### src/rtl/cdb_arbiter.sv
// Common data bus arbiter: picks one requesting FU per cycle and drives the registered CDB.
// Build option CDB_FIXED_PRIO_EN: fixed priority (lowest index wins) instead of round-robin.
module cdb_arbiter #(
    parameter int NUM_FU = 5,
    parameter int FU_W   = 3,
    parameter int RS_W   = 3,
    parameter int DATA_W = 32,
    parameter int PAY_W  = FU_W + RS_W + DATA_W,
    parameter int CDB_W  = 1 + PAY_W
) (
    input  logic                    clk,
    input  logic                    rst,
    input  logic                    flush,
    input  logic [NUM_FU-1:0]       req,
    input  logic [NUM_FU*PAY_W-1:0] pay,
    output logic [CDB_W-1:0]        cdb,
    output logic [NUM_FU-1:0]       grant,
    output logic [15:0]             bcast_cnt
);

    localparam int PTR_W = (NUM_FU > 1) ? $clog2(NUM_FU) : 1;

    logic [PAY_W-1:0]  pay_arr [NUM_FU];
    logic [NUM_FU-1:0] cand;
    logic [PTR_W-1:0]  ptr;
    logic [PTR_W-1:0]  ptr_next;
    logic [PTR_W-1:0]  win;
    logic              found;

    for (genvar g = 0; g < NUM_FU; g++) begin : g_pay
        assign pay_arr[g] = pay[g*PAY_W +: PAY_W];
    end

    // The FU currently on the bus may not win again next cycle, so a late drop never duplicates.
    assign cand = req & ~grant;

    always_comb begin
        logic [PTR_W:0] sum;
        logic [PTR_W-1:0] idx;
        sum   = '0;
        idx   = '0;
        found = 1'b0;
        win   = '0;
        for (int k = 0; k < NUM_FU; k++) begin
            sum = {1'b0, ptr} + (PTR_W+1)'(k);
            if (sum >= (PTR_W+1)'(NUM_FU)) begin
                sum = sum - (PTR_W+1)'(NUM_FU);
            end
            idx = sum[PTR_W-1:0];
            if (!found && cand[idx]) begin
                found = 1'b1;
                win   = idx;
            end
        end
    end

`ifdef CDB_FIXED_PRIO_EN
    assign ptr_next = '0;
`else
    assign ptr_next = (win == PTR_W'(NUM_FU-1)) ? '0 : win + PTR_W'(1);
`endif

    always_ff @(posedge clk) begin
        if (rst) begin
            cdb       <= '0;
            grant     <= '0;
            ptr       <= '0;
            bcast_cnt <= '0;
        end else if (flush) begin
            // Squash only; the requester keeps asking and competes again next cycle.
            cdb   <= '0;
            grant <= '0;
        end else if (found) begin
            cdb       <= {1'b1, pay_arr[win]};
            grant     <= NUM_FU'(1) << win;
            ptr       <= ptr_next;
            bcast_cnt <= bcast_cnt + 16'd1;
        end else begin
            cdb   <= '0;
            grant <= '0;
        end
    end

endmodule

### config.mk
export PLATFORM = sky130hd
export DESIGN_NAME = cdb_arbiter
export DESIGN_NICKNAME = d
export VERILOG_FILES = /design/src/rtl/cdb_arbiter.sv
export SDC_FILE = /design/constraint.sdc
export NUM_CORES = 1
export LEC_CHECK = 0
export ABC_CLOCK_PERIOD_IN_PS = 10900
export CAP_MARGIN = 5
export CORE_AREA = 2 2 101 103
export CTS_CLUSTER_SIZE = 24
export DETAILED_ROUTE_END_ITERATION = 8
export DIE_AREA = 0 0 103 105
export DONT_BUFFER_PORTS = 1
export PLACE_DENSITY = 0.71
export SKIP_LAST_GASP = 1
export SYNTH_ARGS = -nofsm -noshare
export SYNTH_HDL_FRONTEND = slang
export SYNTH_SLANG_ARGS = --single-unit
### constraint.sdc
create_clock -name clk -period 10.9 [get_ports clk]
set_clock_uncertainty 0.05 [all_clocks]
set_input_delay 0.545 -clock clk [delete_from_list [all_inputs] [get_ports clk]]
set_output_delay 0.545 -clock clk [all_outputs]
set_load 0.01 [all_outputs]
==> results_dict.tcl <==
set metrics [dict create \
    status "completed" \
    mostFrequentLayoutCell "mux2i_1" \
    p_leak_uw 0.00168 \
    cpPeakStageDelay_ns 0.87 \
    first_pass_iters 7 \
    regArea_sq_mm 0.00126 \
    hold_viol 0 \
    core-area_sq_mm 0.00964 \
    antenna_found_initial 8 \
    synth_cell_type_count 63 \
    syn-num-nets 693 \
    netlist_top_cells_area "dfxtp_1 28%, mux2i_1 18%, o221ai_2 7.4%" \
    cts.root.buffer_cell "clkbuf_8" \
    place_ws_ns 5.54 \
    layout-drive-gt1-share 0.140 \
    port_buffers 0 \
    crit_slowest_cell "dfxtp_1" \
    dp.cells 590 \
    crit_required_ns 11.00 \
    netlist_area_sq_mm 0.00448 \
    cts_hold_buf 0 \
    fmax_mhz 182 \
    path_max_fanout 23 \
    drv_cap 0 \
    fin_ws_ns 5.42 \
    ys_seq_area_frac 0.282 \
    ys_warn_count 0 \
    p_per_area_mw_per_mm2 461 \
    grt_pass1_wl_microns 21900 \
    cts.path.max_buffers 2 \
    synthFlopType "dfxtp_1" \
    io_pins 258 \
    slew_headroom 0.290 \
    critPathArrivalTime_ns 5.58 \
    rsz0062_at_grt "no" \
    overflow 0 \
    path_clk_slew_ns 0.08 \
    drv_slew 0 \
    dr_total_vias 3902 \
    drt-vias-per-instance 6.37 \
    clock_sinks 63 \
    cp_common_cell "ha_1" \
    multi_input_area_sq_mm 0.00301 \
    cts_tree "built" \
    grt.total_usage 0.270 \
    hp-class "in2reg" \
    syn-mean-instance-area_sq_um 9.23 \
    die_area_sq_mm 0.0108 \
    drt_wl_total_microns 15200 \
    synth_top_area_frac 0.282 \
    initial_core_util 0.464 \
    area_growth_pct 5.98 \
    num-nets-final 676 \
    fin_tns_setup_ns 0 \
    grt_pass1_vias 3802 \
    synth_top_area_cell "dfxtp_1" \
    mostFrequentLayoutCells "82 x mux2i_1, 63 x dfxtp_1, 57 x nand2_1" \
    synth_edf_count 0 \
    ir_drop_v 0.000360 \
    gp_congestion 0.922 \
    setup_viol 0 \
    end_kind "flip-flop" \
    path_class "reg2reg" \
    fin_crit_ns 5.48 \
    async_flop_share 0 \
    cts-buffers-inserted 9 \
    worst_slew_pin_slew_ns 1.07 \
    drc 0 \
    dpl.hpwl_microns 12000 \
    ys_ff_latch 63 \
    finalNonFillerCells 613 \
    cts_resized 0 \
    wl_per_cell_microns 24.8 \
    die_w_microns 103 \
    fillers 940 \
    cts_setup_buffers 0 \
    die_y_microns 105 \
    path_cells "inv_2, ha_1, ha_1, o311ai_0, o22ai_1, a211oi_1, nor2b_1, or3_1, a21oi_1, nand3b_1, buf_4, o221ai_1" \
    cp-start-kind "flip-flop" \
    cts_max_level 3 \
    row_count 36 \
    grt_max_degree 50 \
    synthCells 485 \
    ant_nets 0 \
    timing.final.crit_share 0.503 \
    clk_latency_ns 0.33 \
    drtIter0Drc 294 \
]
==> power breakdown <==
part | switching, uW | total (uW) | internal, uW
registers | 70.0 | 358 | 288
clock network | 92.9 | 226 | 133
logic | 911 | 1600 | 692
total | 1070 | 2190 | 1110
==> Yosys cell counts (6+ instances only) <==
cell type and count:
nand3_1 6, clkbuf_1 10, nand2_1 57, mux2i_1 82, ha_1 9, xnor2_1 14
a21oi_1 16, nor2_1 22, dfxtp_1 63, nand3b_1 6, or3_1 7, o21ai_0 15
buf_2 12, o221ai_2 22, nor2b_1 11, o221ai_1 16, and3_1 10, inv_1 10
==> path summary, 6_finish.rpt <==
check	slack, ns	end	startpoint	cells after the start
max	5.42	cdb[33]$_SDFF_PP0_	ptr[0]$_SDFFE_PP0P_	12
max reg2reg	5.42	cdb[33]$_SDFF_PP0_	ptr[0]$_SDFFE_PP0P_	12
min	0.22	bcast_cnt[13]$_SDFFE_PP0P_	rst	1
min reg2reg	0.51	bcast_cnt[13]$_SDFFE_PP0P_	bcast_cnt[13]$_SDFFE_PP0P_	2
==> logic make-up after synthesis <==
kind of cell / Yosys count / synth area share
mux: 85 / 0.194
compound gates: 108 / 0.218
flops: 63 / 0.282
simple gates: 159 / 0.191
buf+inv: 43 / 0.0520
fa+ha+maj: 10 / 0.0296
xor+xnor: 17 / 0.0333
==> through the flow <==
step	hold WS, ns	util	power [uW]	area [sq um]
5_1_grt	0.202	0.492	2320	4740
4_1_cts	0.201	0.490	2170	4720
2_1_floorplan	0.465	-	1700	4480
3_5_place_dp	0.499	0.468	1950	4510
3_3_place_gp	0.491	0.468	1900	4510
6_report	0.222	0.492	2190	4740
==> metal layers <==
metal | global-route usage | share of wire | up-vias
li1 | - | - | 1800
met1 | 0.305 | 0.36 | 1875
met2 | 0.434 | 0.52 | 193
met3 | 0.0883 | 0.078 | 34
met4 | 0.164 | 0.042 | 0
met5 | 0 | 0 | -
==> final cells by class <==
| cell class | instances | share of cell area |
|---|---|---|
| Clock buffer | 11 | 0.0298 |
| Tap cell | 133 | 0.0351 |
| Inverter | 11 | 0.00870 |
| Timing Repair Buffer | 4 | 0.00633 |
| Clock inverter | 4 | 0.0148 |
| Multi-Input combinational cell | 379 | 0.635 |
| Antenna cell | 8 | 0.00422 |
| Sequential cell | 63 | 0.266 |
==> worst max-delay path: cells and delay by family, from the launching register on <==
kind / cells / cell delay [ns]
compound gates: 5 / 1.45
fa+ha+maj: 2 / 0.75
buf+inv: 2 / 0.72
simple gates: 3 / 1.41
flops: 1 / 0.87
==> state kept, by name, indices dropped and copies added, names as in the netlist <==
name,cells
ptr,3
grant,5
bcast_cnt,16
cdb,39
Power figures use the tool's default switching activity.
